--- src/rtl/pipe_hazard_ctrl_if.sv ---
// Hazard controller bus: ID-stage instruction fields in, stall/flush/forwarding controls
// and event counters out. The pipeline side uses master, the controller uses slave.
interface pipe_hazard_ctrl_if #(
  parameter int REG_AW = 5,
  parameter int STAGES = 3,
  parameter int CNT_W  = 16,
  parameter int SEL_W  = $clog2(STAGES + 1)
);
  logic              id_valid;
  logic [REG_AW-1:0] id_rs;
  logic [REG_AW-1:0] id_rt;
  logic              id_use_rs;
  logic              id_use_rt;
  logic              id_branch;
  logic              id_taken;
  logic              id_regw;
  logic [REG_AW-1:0] id_dest;
  logic              id_load;
  logic              ext_hold;
  logic              stall;
  logic              flush_ifid;
  logic [SEL_W-1:0]  fwd_rs_sel;
  logic [SEL_W-1:0]  fwd_rt_sel;
  logic [CNT_W-1:0]  stall_cnt;
  logic [CNT_W-1:0]  flush_cnt;

  modport master (
    output id_valid, id_rs, id_rt, id_use_rs, id_use_rt, id_branch, id_taken,
           id_regw, id_dest, id_load, ext_hold,
    input  stall, flush_ifid, fwd_rs_sel, fwd_rt_sel, stall_cnt, flush_cnt
  );

  modport slave (
    input  id_valid, id_rs, id_rt, id_use_rs, id_use_rt, id_branch, id_taken,
           id_regw, id_dest, id_load, ext_hold,
    output stall, flush_ifid, fwd_rs_sel, fwd_rt_sel, stall_cnt, flush_cnt
  );
endinterface

--- src/rtl/pipe_hazard_ctrl.sv ---
// Hazard/forwarding controller for the 5-stage MIPS pipeline (branches resolved in ID).
// Optional feature macro: HAZARD_BRANCH_EX_FWD_EN (ID branch compares may forward from EX).
module pipe_hazard_ctrl #(
  parameter int REG_AW = 5,
  parameter int STAGES = 3,
  parameter int CNT_W  = 16,
  parameter int SEL_W  = $clog2(STAGES + 1)
) (
  input logic               clk,
  input logic               rst,
  pipe_hazard_ctrl_if.slave bus
);

  typedef struct packed {
    logic              v;
    logic [REG_AW-1:0] dest;
    logic              load;
  } ent_t;

  ent_t             sb_q [STAGES];
  ent_t             sb_d [STAGES];
  logic [CNT_W-1:0] stall_cnt_q;
  logic [CNT_W-1:0] stall_cnt_d;
  logic [CNT_W-1:0] flush_cnt_q;
  logic [CNT_W-1:0] flush_cnt_d;

  logic [STAGES-1:0] rs_m_s;
  logic [STAGES-1:0] rt_m_s;
  logic [SEL_W-1:0]  rs_raw_s;
  logic [SEL_W-1:0]  rt_raw_s;
  logic              ex_hit_s;
  logic              load_use_s;
  logic              br_dep_s;
  logic              haz_s;
  logic              stall_s;
  logic              flush_s;

  // Lowest-index match wins: scan from the top so the lowest index is written last.
  function automatic logic [SEL_W-1:0] first_sel(input logic [STAGES-1:0] m);
    logic [SEL_W-1:0] sel;
    sel = '0;
    for (int k = STAGES - 1; k >= 0; k--) begin
      sel = m[k] ? SEL_W'(k + 1) : sel;
    end
    return sel;
  endfunction

  function automatic logic [CNT_W-1:0] sat_inc(input logic [CNT_W-1:0] c);
    return (c == {CNT_W{1'b1}}) ? c : c + CNT_W'(1);
  endfunction

  // Per-entry source matches against the in-flight destinations.
  always_comb begin
    rs_m_s = '0;
    rt_m_s = '0;
    for (int k = 0; k < STAGES; k++) begin
      rs_m_s[k] = bus.id_use_rs & sb_q[k].v & (sb_q[k].dest == bus.id_rs);
      rt_m_s[k] = bus.id_use_rt & sb_q[k].v & (sb_q[k].dest == bus.id_rt);
    end
  end

  // Stall/flush decision from the winning entries.
  always_comb begin
    rs_raw_s   = first_sel(rs_m_s);
    rt_raw_s   = first_sel(rt_m_s);
    ex_hit_s   = (rs_raw_s == SEL_W'(1)) | (rt_raw_s == SEL_W'(1));
    load_use_s = ex_hit_s & sb_q[0].load;
`ifdef HAZARD_BRANCH_EX_FWD_EN
    br_dep_s   = 1'b0;
`else
    br_dep_s   = bus.id_branch & ex_hit_s & ~sb_q[0].load;
`endif
    haz_s      = load_use_s | br_dep_s;
    stall_s    = bus.ext_hold | haz_s;
    flush_s    = bus.id_valid & bus.id_taken & ~stall_s;
  end

  assign bus.stall      = stall_s;
  assign bus.flush_ifid = flush_s;
  assign bus.fwd_rs_sel = haz_s ? '0 : rs_raw_s;
  assign bus.fwd_rt_sel = haz_s ? '0 : rt_raw_s;
  assign bus.stall_cnt  = stall_cnt_q;
  assign bus.flush_cnt  = flush_cnt_q;

  // Scoreboard shift and counter update; a hazard stall inserts a bubble at EX.
  always_comb begin
    sb_d        = sb_q;
    stall_cnt_d = stall_cnt_q;
    flush_cnt_d = flush_cnt_q;
    if (bus.ext_hold) begin
      sb_d        = sb_q;
      stall_cnt_d = stall_cnt_q;
      flush_cnt_d = flush_cnt_q;
    end else begin
      for (int k = 1; k < STAGES; k++) begin
        sb_d[k] = sb_q[k-1];
      end
      if (haz_s) begin
        sb_d[0]     = '0;
        stall_cnt_d = sat_inc(stall_cnt_q);
      end else begin
        sb_d[0].v    = bus.id_valid & bus.id_regw & (bus.id_dest != '0);
        sb_d[0].dest = bus.id_dest;
        sb_d[0].load = bus.id_load;
        stall_cnt_d  = stall_cnt_q;
      end
      flush_cnt_d = flush_s ? sat_inc(flush_cnt_q) : flush_cnt_q;
    end
  end

  // State registers.
  always_ff @(posedge clk or negedge rst) begin
    if (!rst) begin
      for (int k = 0; k < STAGES; k++) begin
        sb_q[k] <= '0;
      end
      stall_cnt_q <= '0;
      flush_cnt_q <= '0;
    end else begin
      sb_q        <= sb_d;
      stall_cnt_q <= stall_cnt_d;
      flush_cnt_q <= flush_cnt_d;
    end
  end

endmodule

--- src/flat_wrapper.sv ---
// flat-port wrapper written by rule: the top's interface ports become plain ports
module pipe_hazard_ctrl_flat 
#(
  parameter int REG_AW = 5,
  parameter int STAGES = 3,
  parameter int CNT_W  = 16,
  parameter int SEL_W  = $clog2(STAGES + 1)
)
  (clk, rst, bus_id_valid, bus_id_rs, bus_id_rt, bus_id_use_rs, bus_id_use_rt, bus_id_branch, bus_id_taken, bus_id_regw, bus_id_dest, bus_id_load, bus_ext_hold, bus_stall, bus_flush_ifid, bus_fwd_rs_sel, bus_fwd_rt_sel, bus_stall_cnt, bus_flush_cnt);
  pipe_hazard_ctrl_if #(.REG_AW(REG_AW), .STAGES(STAGES), .CNT_W(CNT_W), .SEL_W(SEL_W)) bus_i ();
  input logic clk;
  input logic rst;
  input wire logic [$bits(bus_i.id_valid)-1:0] bus_id_valid;
  input wire logic [$bits(bus_i.id_rs)-1:0] bus_id_rs;
  input wire logic [$bits(bus_i.id_rt)-1:0] bus_id_rt;
  input wire logic [$bits(bus_i.id_use_rs)-1:0] bus_id_use_rs;
  input wire logic [$bits(bus_i.id_use_rt)-1:0] bus_id_use_rt;
  input wire logic [$bits(bus_i.id_branch)-1:0] bus_id_branch;
  input wire logic [$bits(bus_i.id_taken)-1:0] bus_id_taken;
  input wire logic [$bits(bus_i.id_regw)-1:0] bus_id_regw;
  input wire logic [$bits(bus_i.id_dest)-1:0] bus_id_dest;
  input wire logic [$bits(bus_i.id_load)-1:0] bus_id_load;
  input wire logic [$bits(bus_i.ext_hold)-1:0] bus_ext_hold;
  output wire logic [$bits(bus_i.stall)-1:0] bus_stall;
  output wire logic [$bits(bus_i.flush_ifid)-1:0] bus_flush_ifid;
  output wire logic [$bits(bus_i.fwd_rs_sel)-1:0] bus_fwd_rs_sel;
  output wire logic [$bits(bus_i.fwd_rt_sel)-1:0] bus_fwd_rt_sel;
  output wire logic [$bits(bus_i.stall_cnt)-1:0] bus_stall_cnt;
  output wire logic [$bits(bus_i.flush_cnt)-1:0] bus_flush_cnt;
  assign bus_i.id_valid = bus_id_valid;
  assign bus_i.id_rs = bus_id_rs;
  assign bus_i.id_rt = bus_id_rt;
  assign bus_i.id_use_rs = bus_id_use_rs;
  assign bus_i.id_use_rt = bus_id_use_rt;
  assign bus_i.id_branch = bus_id_branch;
  assign bus_i.id_taken = bus_id_taken;
  assign bus_i.id_regw = bus_id_regw;
  assign bus_i.id_dest = bus_id_dest;
  assign bus_i.id_load = bus_id_load;
  assign bus_i.ext_hold = bus_ext_hold;
  assign bus_stall = bus_i.stall;
  assign bus_flush_ifid = bus_i.flush_ifid;
  assign bus_fwd_rs_sel = bus_i.fwd_rs_sel;
  assign bus_fwd_rt_sel = bus_i.fwd_rt_sel;
  assign bus_stall_cnt = bus_i.stall_cnt;
  assign bus_flush_cnt = bus_i.flush_cnt;
  pipe_hazard_ctrl #(.REG_AW(REG_AW), .STAGES(STAGES), .CNT_W(CNT_W), .SEL_W(SEL_W)) u_core (.clk(clk), .rst(rst), .bus(bus_i));
endmodule
--- config.mk ---
export PLATFORM = sky130hd
export DESIGN_NAME = pipe_hazard_ctrl_flat
export DESIGN_NICKNAME = d
export VERILOG_FILES = /design/src/rtl/pipe_hazard_ctrl_if.sv /design/src/rtl/pipe_hazard_ctrl.sv /design/src/flat_wrapper.sv
export SDC_FILE = /design/constraint.sdc
export NUM_CORES = 1
export LEC_CHECK = 0
export CAP_MARGIN = 15
export CELL_PAD_IN_SITES_DETAIL_PLACEMENT = 1
export CELL_PAD_IN_SITES_GLOBAL_PLACEMENT = 2
export CORE_UTILIZATION = 32
export DETAILED_ROUTE_END_ITERATION = 6
export PLACE_DENSITY_LB_ADDON = 0.1
export SETUP_SLACK_MARGIN = 0.3
export SYNTH_ARGS = -nofsm -noshare
export SYNTH_HDL_FRONTEND = slang
export SYNTH_SLANG_ARGS = --single-unit
--- constraint.sdc ---
create_clock -name clk -period 2.1 [get_ports clk]
set_input_delay 0.21 -clock clk [delete_from_list [all_inputs] [get_ports clk]]
set_output_delay 0.21 -clock clk [all_outputs]
set_load 0.01 [all_outputs]
==> results.json, run 1 <==
{
  "seq_area_frac_synth_pct": 44.7,
  "dr.pass1.iters": 4,
  "synth_flop_cell": "dfrtp_1",
  "worstReg2RegStart": "u_core.sb_q[16]",
  "max_stage_delay_ps": 490,
  "critPathMaxFanout": 3,
  "setup.worst_path.end": "bus_fwd_rt_sel[1]",
  "drc_errors": 0,
  "core_area_sq_um": 8680,
  "area_growth_pct": 53.2,
  "startpoint_type": "input pin",
  "grt_max_degree": 52,
  "cts_buffers": 5,
  "antennaDiodeCount": 0,
  "netlist_area_sq_um": 2860,
  "dp_hpwl_um": 5720,
  "gr-usage-all-layers_pct": 18.7,
  "cts_root_buf": "clkbuf_8",
  "fill_cells": 978,
  "outcome": "finished with violations",
  "relSlewSlack_pct": 54.5,
  "cp_num_buf_inv": 3,
  "period_needed_ps": 2170,
  "yosys_register_bits": 51,
  "fin_crit_sh_pct": 103,
  "io_buffers": 62,
  "ios": 63,
  "die_x_um": 96.5,
  "clock_sinks": 51,
  "wl_per_cell_um": 16.0,
  "rr_worst_depth": 7,
  "htreeDepth": 2,
  "grt_pass1_wl_um": 13300,
  "slew_viol_final": 0,
  "arrival_ps": 1960,
  "final_antenna_net_count": 0,
  "clk_pin_slew_worst_paths_ps": 90,
  "reg2reg_to": "u_core.bus.flush_cnt[15]",
  "clock_latency_ps": 310,
  "die-height_um": 96.5,
  "gr-total-overflow": 0,
  "place_inst": 473,
  "startpoint": "bus_id_rt[2]",
  "crit_cells": 7,
  "fmax_mhz": 460,
  "syn_inst": 275,
  "antenna_found_initial": 0,
  "placementRows": 34,
  "grt_pass1_vias": 2658,
  "failed_checks": "negative hold slack, negative setup slack",
  "setup-tns-final_ps": -178,
  "synth-edff-count": 0,
  "drt_iter0_drc": 50,
  "worst-slew-pin-transition_ps": 682,
  "utilization_pct": 50.4,
  "fin_cells": 496,
  "clock_skew_ps": 4.76,
  "cts_tree": "built",
  "syn_area_per_cell_sq_um": 10.4,
  "ys_warn_count": 0,
  "holdWs_ps": -8.61,
  "p_leak_uw": 0.00189,
  "crit_type": "in2out",
  "final_layout_size_suffix_gt1_share_pct": 32.7,
  "cap_violations": 0,
  "vdd_drop_max_mv": 0.276,
  "rsz0062_at_grt": "true",
  "clockBufferDepth": 2,
  "hp-class": "in2async",
  "endpoint_kind": "primary output",
  "fin_ws_ps": -73.0,
  "viasPerCell": 5.01,
  "initial_core_util_pct": 32.9,
  "synth.distinct_cells": 42,
  "required_ps": 1890,
  "synth_nets": 302,
  "powerDensity_nw_per_um2": 580,
  "worstPathCellList": "clkdlybuf4s50_1, xor2_1, nor4_2, nand4_1, buf_4, a211oi_2, buf_2",
  "wl_um": 7930,
  "cp_top_family": "buffers and inverters",
  "fin_nets": 415,
  "dieArea_sq_um": 9310,
  "rrSetupSlack_ps": 130,
  "hold_viol_final": 6,
  "place_congestion": 0.822,
  "synthArstFlopShare_pct": 100,
  "vias": 2485,
  "setup_viol": 4,
  "slowest_stage": "clkdlybuf4s50_1"
}
## stage by stage
stage	hold slack (ps)	power, uW	setup slack, ps	cell area (sq um)
global route	84.5	2680	-148	4380
finish	-8.61	2540	-73.0	4380
detailed placement	387	1800	-439	3850
floorplan	-85.6	1460	331	2860
global placement	387	1790	-453	3850
CTS	49.9	2560	-54.8	4260
## layout make-up
| cell class | count | area (sq um) | share of cell area [%] |
|---|---|---|---|
| clock buffer | 6 | 72.6 | 1.66 |
| clock inverter | 1 | 30.0 | 0.686 |
| inverter | 5 | 18.8 | 0.429 |
| multi-input combinational | 211 | 1780 | 40.7 |
| sequential | 51 | 1280 | 29.3 |
| tap | 108 | 135 | 3.09 |
| timing repair buffer | 114 | 1060 | 24.2 |
## layout by cell type (no fill, tap or decap), types with 6 or more instances in the layout
cell             count
and3_1               9
buf_4               38
buf_6               13
clkdlybuf4s50_1     53
dfrtp_1             47
mux2_2              12
nand2_1             22
nand3_1             16
nand4_1             21
nor2_1              13
o21ai_1              6
xnor2_1             32
xnor2_2              7
xor2_1              18
## power by group
group / total [uW] / switching (uW) / leakage [uW] / internal (uW)
Sequential: 1200 / 115 / 0.000654 / 1080
Clock: 685 / 335 / 0.0000513 / 350
Combinational: 656 / 276 / 0.00119 / 380
Total: 2540 / 725 / 0.00189 / 1810
## kinds of logic after synthesis
logic type	count (synthesis)	share of synthesized area [%]
AND/OR/NAND/NOR	118	23.7
XOR/XNOR	57	17.5
flip-flops	51	44.7
AO/OA/AOI/OAI	17	4.64
multiplexers	17	6.66
buffers and inverters	13	1.93
adder cells (fa/ha/maj)	2	0.876
## state kept, by name, indices dropped and copies added (netlist names)
name,flops
u_core.bus.stall_cnt,16
u_core.bus.flush_cnt,16
u_core.sb_q,19
## per-layer routing
metal  up-vias  GRT usage, %  share of wire, %
met3        12          3.29               2.9
met1      1221          25.2                47
li1       1202             -                 -
met2        50          30.5                48
met4         0          6.00               2.2
met5         -             0                 0
## synth_stat cells (3+ instances only)
master | n | area [sq um]
and3_1 | 9 | 56.3
clkbuf_1 | 4 | 15.0
dfrtp_1 | 51 | 1280
inv_1 | 5 | 18.8
mux2_1 | 4 | 45.0
mux2_2 | 12 | 135
nand2_1 | 23 | 86.3
nand3_1 | 20 | 100
nand4_1 | 21 | 131
nor2_1 | 15 | 56.3
nor3_1 | 3 | 15.0
nor4_1 | 8 | 50.1
o21ai_1 | 7 | 35.0
xnor2_1 | 39 | 342
xor2_1 | 18 | 158
## worst min-delay path by stage
stage          start                 endpoint  slack, ps  cells past startpoint
3_3_place_gp     rst  u_core.bus.stall_cnt[2]        390                      2
3_5_place_dp     rst  u_core.bus.stall_cnt[2]        390                      2
5_1_grt          rst  u_core.bus.stall_cnt[2]         80                      2
4_1_cts          rst  u_core.bus.stall_cnt[3]         50                      2
2_1_floorplan    rst  u_core.bus.flush_cnt[0]        -90                      0
6_report         rst  u_core.bus.stall_cnt[5]         -9                      2
## what timing repair did
item / 4_1_cts / 5_1_grt
resized for setup: 72 / 20
setup buffers: 15 / 1
cloned: 0 / 0
hold buffers: 0 / 0
pin swaps: 24 / 16
endpoints found under the setup margin: 37 / 40
(Power assumes the default switching activity.)
==> inputs of run 2 (changes only) <==
--- a/config.mk
+++ b/config.mk
@@ -8,6 +8,7 @@
 export CAP_MARGIN = 15
 export CELL_PAD_IN_SITES_DETAIL_PLACEMENT = 1
 export CELL_PAD_IN_SITES_GLOBAL_PLACEMENT = 2
+export CORE_MARGIN = 2
 export CORE_UTILIZATION = 32
 export DETAILED_ROUTE_END_ITERATION = 6
 export PLACE_DENSITY_LB_ADDON = 0.1
==> run 2 against run 1 <==
Net effect:
- the flow still finishes with violations (negative hold slack, negative setup slack)
- clock power shrank 1%
- core utilization grew 1.4 points
- non-clock buffer count grew 6
- maximum frequency shrank 5.5%
- global-route usage shrank 1.3 points
- total power grew 1.1%
==> results.json, run 2 (same netlist as run 1, synthesis figures left out) <==
{
  "wl_per_cell_um": 16.8,
  "required_ps": 1890,
  "power_uw": 2560,
  "antenna_found_initial": 0,
  "power_frac_seq_pct": 46.9,
  "core_area_sq_um": 8680,
  "slew_viol_final": 0,
  "fin_ws_ps": -200,
  "drt_iter0_drc": 36,
  "wl_um": 8450,
  "crit_type": "in2out",
  "top_register": "u_core.sb_q",
  "holdWs_ps": -6.08,
  "relSlewSlack_pct": 54.7,
  "critPathMaxFanout": 3,
  "worst-slew-pin-transition_ps": 680,
  "p_leak_uw": 0.00193,
  "cts_tree": "built",
  "fin_area_sq_um": 4500,
  "gr-usage-all-layers_pct": 17.4,
  "die_x_um": 98.5,
  "placementRows": 34,
  "layout_commonest_cell": "clkdlybuf4s50_1",
  "setup_viol": 3,
  "dp_hpwl_um": 5820,
  "clock_sinks": 51,
  "hold_viol_final": 1,
  "vias": 2508,
  "gr-total-overflow": 0,
  "dieArea_sq_um": 9700,
  "htreeDepth": 2,
  "clk_pin_slew_worst_paths_ps": 90,
  "power.internal_uw": 1830,
  "rsz0062_at_grt": "true",
  "grt_max_degree": 52,
  "dr.pass1.iters": 4,
  "powerDensity_nw_per_um2": 570,
  "antennaDiodeCount": 0,
  "layout_common_cells": "clkdlybuf4s50_1 (52), dfrtp_1 (44), buf_4 (38)",
  "startpoint_type": "input pin",
  "final_antenna_net_count": 0,
  "die-height_um": 98.5,
  "arrival_ps": 2090,
  "fmax_mhz": 435,
  "area_growth_pct": 57.4,
  "cts_buffers": 5,
  "endpoint_kind": "primary output",
  "fin_crit_sh_pct": 110,
  "outcome": "finished with violations",
  "clockBufferDepth": 2,
  "grt_pass1_vias": 2684,
  "hp-class": "in2async",
  "vdd_drop_max_mv": 0.301,
  "final_layout_size_suffix_gt1_share_pct": 36.3,
  "p_switching_uw": 733,
  "cts_root_buf": "clkbuf_8",
  "drc_errors": 0,
  "cap_violations": 0,
  "setup-tns-final_ps": -256,
  "fin_nets": 421,
  "place_congestion": 0.860,
  "io_buffers": 62,
  "pwr-share-clk_pct": 26.4,
  "combPwrFrac_pct": 26.7,
  "swShare_pct": 28.6,
  "dpl_cell_area_sq_um": 3860,
  "clock_latency_ps": 300,
  "largest_register_ffs": 19,
  "failed_checks": "negative hold slack, negative setup slack",
  "period_needed_ps": 2300,
  "ios": 63,
  "clock_skew_ps": 7.04,
  "initial_core_util_pct": 32.9,
  "viasPerCell": 5.00,
  "grt_pass1_wl_um": 13600
}
[run 2: cell count changes in the layout (fill, tap and decap cells not counted), moves of 3 or more]
| cell | delta |
|---|---|
| buf_6 | +5 |
| dfrtp_1 | -3 |
| dfrtp_2 | +3 |
| nand2_1 | -3 |
| nand2_4 | +3 |
| nand3_2 | +3 |
[run 2: cell type report]
| type | count | area (sq um) |
|---|---|---|
| multi-input cells | 211 | 1840 |
| flip-flops and latches | 51 | 1280 |
| clock buffers | 6 | 72.6 |
| fillers | 978 | 4180 |
| well taps | 108 | 135 |
| repair buffers | 120 | 1120 |
| clock inverters | 1 | 30.0 |
| inverters | 5 | 18.8 |
[run 2: power by group through the flow]
stage          Combinational [uW]  Clock (uW)  Sequential [uW]
2_1_floorplan                 242           0             1220
3_3_place_gp                  581           0             1210
3_5_place_dp                  588           0             1210
4_1_cts                       641         711             1200
5_1_grt                       743         733             1220
6_report                      685         677             1200
[run 2: worst paths after layout]
path | startpoint | end | slack (ps) | cells past startpoint
hold reg to reg | u_core.bus.flush_cnt[10] | u_core.bus.flush_cnt[10] | 490 | 1
max in group asynchronous | rst | u_core.sb_q[15] | 1580 | 2
setup reg to reg | u_core.sb_q[16] | u_core.bus.flush_cnt[14] | 80 | 11
min in group clk | bus_id_load | u_core.sb_q[14] | 430 | 3
hold / removal | rst | u_core.bus.stall_cnt[2] | -6 | 2
setup / recovery | bus_id_rs[4] | bus_fwd_rs_sel[1] | -200 | 7
[run 2: metal layers]
layer / track usage, % / vias up / wire length, um
met5: 0 / - / 0
met4: 3.16 / 0 / 52
met3: 2.41 / 6 / 227
met2: 30.7 / 41 / 4200
met1: 23.2 / 1245 / 3970
li1: - / 1216 / -
[run 2: what timing repair did]
action,in CTS,in global routing
pin swaps,24,22
buffers inserted,10,9
setup endpoints to repair,28,38
cloned,0,1
resized for setup,67,49
hold buffers,0,0
[run 2: worst max-delay path, cell delays in order]
cell and delay [ps]:
clkdlybuf4s50_1 500, xor2_1 210, nor4_1 370, nand4_1 190, buf_4 190, a211oi_4 240, buf_2 180
[run 2: metrics by stage]
step | hold WS (ps) | utilization, % | std cells | worst slack [ps]
2_1_floorplan | -85.6 | - | 275 | 331
3_3_place_gp | 386 | 44.4 | 475 | -463
3_5_place_dp | 390 | 44.4 | 475 | -426
4_1_cts | 48.2 | 48.4 | 492 | -60.6
5_1_grt | 60.7 | 51.8 | 502 | -327
6_report | -6.08 | 51.8 | 502 | -200
==> inputs of run 3 (changes only) <==
--- a/config.mk
+++ b/config.mk
@@ -13,6 +13,7 @@
 export DETAILED_ROUTE_END_ITERATION = 6
 export PLACE_DENSITY_LB_ADDON = 0.1
 export SETUP_SLACK_MARGIN = 0.3
+export SLEW_MARGIN = 20
 export SYNTH_ARGS = -nofsm -noshare
 export SYNTH_HDL_FRONTEND = slang
 export SYNTH_SLANG_ARGS = --single-unit
==> constraint.sdc (replaced) <==
create_clock -name clk -period 2.5 [get_ports clk]
set_input_delay 0.25 -clock clk [delete_from_list [all_inputs] [get_ports clk]]
set_output_delay 0.25 -clock clk [all_outputs]
set_load 0.01 [all_outputs]
==> run 3 against run 2 <==
Net effect:
- the run now ends clean
- combinational power is 30% lower
- final cell count fell by 5.2%
- sequential share of layout area rose by 3.6 points
- cell area decreased by 11%
- first-iteration DRC count rose to 2.6 times the previous value
==> results.json, run 3 (same netlist as run 1, synthesis figures left out) <==
{
  "viasPerCell": 5.10,
  "cts_buffers": 5,
  "clock_latency_ps": 310,
  "power_uw": 2090,
  "drt_iter0_drc": 93,
  "wl_um": 7600,
  "clock_skew_ps": 9.60,
  "cts_root_buf": "clkbuf_8",
  "required_ps": 2250,
  "slowest_stage": "dfrtp_1",
  "clockBufferDepth": 2,
  "core_area_sq_um": 8680,
  "grt_pass1_vias": 2591,
  "layout_common_cells": "clkdlybuf4s50_1 (48), dfrtp_1 (46), xnor2_1 (33)",
  "critPathMaxFanout": 4,
  "cp_num_buf_inv": 1,
  "die-height_um": 98.5,
  "multi_input_area_sq_um": 1610,
  "setup_viol": 0,
  "hold_viol_final": 0,
  "placementRows": 34,
  "layout_commonest_cell": "clkdlybuf4s50_1",
  "period_needed_ps": 2150,
  "p_leak_uw": 0.00174,
  "crit_cells": 6,
  "hp-class": "in2async",
  "cts_tree": "built",
  "grt_pass1_wl_um": 13100,
  "antenna_found_initial": 0,
  "max_stage_delay_ps": 440,
  "antennaDiodeCount": 0,
  "gr-usage-all-layers_pct": 16.8,
  "wl_per_cell_um": 16.0,
  "fin_nets": 394,
  "place_inst": 456,
  "gr-total-overflow": 0,
  "vdd_drop_max_mv": 0.225,
  "grt_max_degree": 23,
  "rr_worst_depth": 8,
  "fill_cells": 991,
  "final_layout_size_suffix_gt1_share_pct": 23.6,
  "powerDensity_nw_per_um2": 523,
  "holdWs_ps": 382,
  "area_growth_pct": 39.5,
  "crit_type": "reg2out",
  "dr.pass1.iters": 4,
  "final_antenna_net_count": 0,
  "cap_violations": 0,
  "worstPathCellList": "xor2_1, nor4_2, nand4_1, nor2b_2, o21a_1, buf_2",
  "htreeDepth": 2,
  "vias": 2428,
  "fmax_mhz": 466,
  "initial_core_util_pct": 32.9,
  "die_x_um": 98.5,
  "ios": 63,
  "top_register": "u_core.sb_q",
  "worst-slew-pin-transition_ps": 731,
  "largest_register_ffs": 19,
  "seqCellArea_sq_um": 1280,
  "fin_cells": 476,
  "dieArea_sq_um": 9700,
  "utilization_pct": 45.9,
  "relSlewSlack_pct": 51.1,
  "place_congestion": 0.832,
  "clk_pin_slew_worst_paths_ps": 90,
  "dp_hpwl_um": 5860,
  "clock_sinks": 51,
  "endpoint_kind": "primary output",
  "cp_top_family": "simple AND/OR/NAND/NOR gates",
  "rsz0062_at_grt": "true",
  "drc_errors": 0,
  "outcome": "complete, no violations",
  "io_buffers": 62,
  "startpoint_type": "flop",
  "arrival_ps": 1900,
  "fin_crit_sh_pct": 85.8,
  "slew_viol_final": 0
}
==> run 3: cell types whose count changed in the layout (fill, tap and decap cells not counted), sizes merged <==
cell           change
buf               -30
clkdlybuf4s50      -4
dlymetal6s2s       +3
clkinv             +2
clkbuf             +1
dlygate4sd2        +1
dlygate4sd3        +1
==> run 3: through the flow <==
| stage | cell area [sq um] | setup TNS, ps | setup slack (ps) |
|---|---|---|---|
| after floorplan | 2860 | 0 | 731 |
| after global placement | 3710 | -219 | -109 |
| after detailed placement | 3710 | -240 | -117 |
| after CTS | 3950 | 0 | 269 |
| after global routing | 3990 | 0 | 250 |
| final | 3990 | 0 | 355 |
==> run 3: area by class of cell <==
cell class	count	area share [%]
inverters	5	0.471
well taps	108	3.39
multi-input cells	211	40.3
clock inverters	3	1.10
repair buffers	93	20.8
clock buffers	5	1.73
flip-flops and latches	51	32.2
==> run 3: timing repair <==
item | CTS | global route
pin swaps | 8 | 10
endpoints found under the hold margin | 14 | 0
setup endpoints to repair | 6 | 8
resized for setup | 35 | 14
hold buffers | 1 | 0
setup buffers | 7 | 4
==> run 3: where the power goes <==
part / switching, uW / internal, uW
combinational: 203 / 276
sequential: 110 / 907
clock: 291 / 299
total: 604 / 1480
==> run 3: worst paths after layout <==
path	from	to	slack [ps]
min in group clk	bus_id_load	u_core.sb_q[14]	480
max	u_core.sb_q[12]	bus_fwd_rt_sel[0]	350
max reg2reg	u_core.sb_q[16]	u_core.bus.flush_cnt[1]	400
min reg2reg	u_core.bus.flush_cnt[10]	u_core.bus.flush_cnt[10]	500
max in group asynchronous	rst	u_core.sb_q[15]	1520
min	rst	u_core.bus.stall_cnt[3]	380
==> run 3: routing by layer <==
layer  global-route usage [%]  routed length, um  vias up
li1                         -                  -     1156
met1                     23.6               3650     1206
met2                     26.7               3510       56
met3                     2.77                311       10
met4                     4.85                127        0
met5                        0                  0        -
==> run 3: worst register-to-register path, stage by stage, from the launching register on <==
cell,delay [ps]
dfrtp_2,480
xnor2_2,160
and4b_1,230
buf_4,140
a22oi_4,190
buf_4,160
buf_4,160
nand3_2,110
mux2_1,350
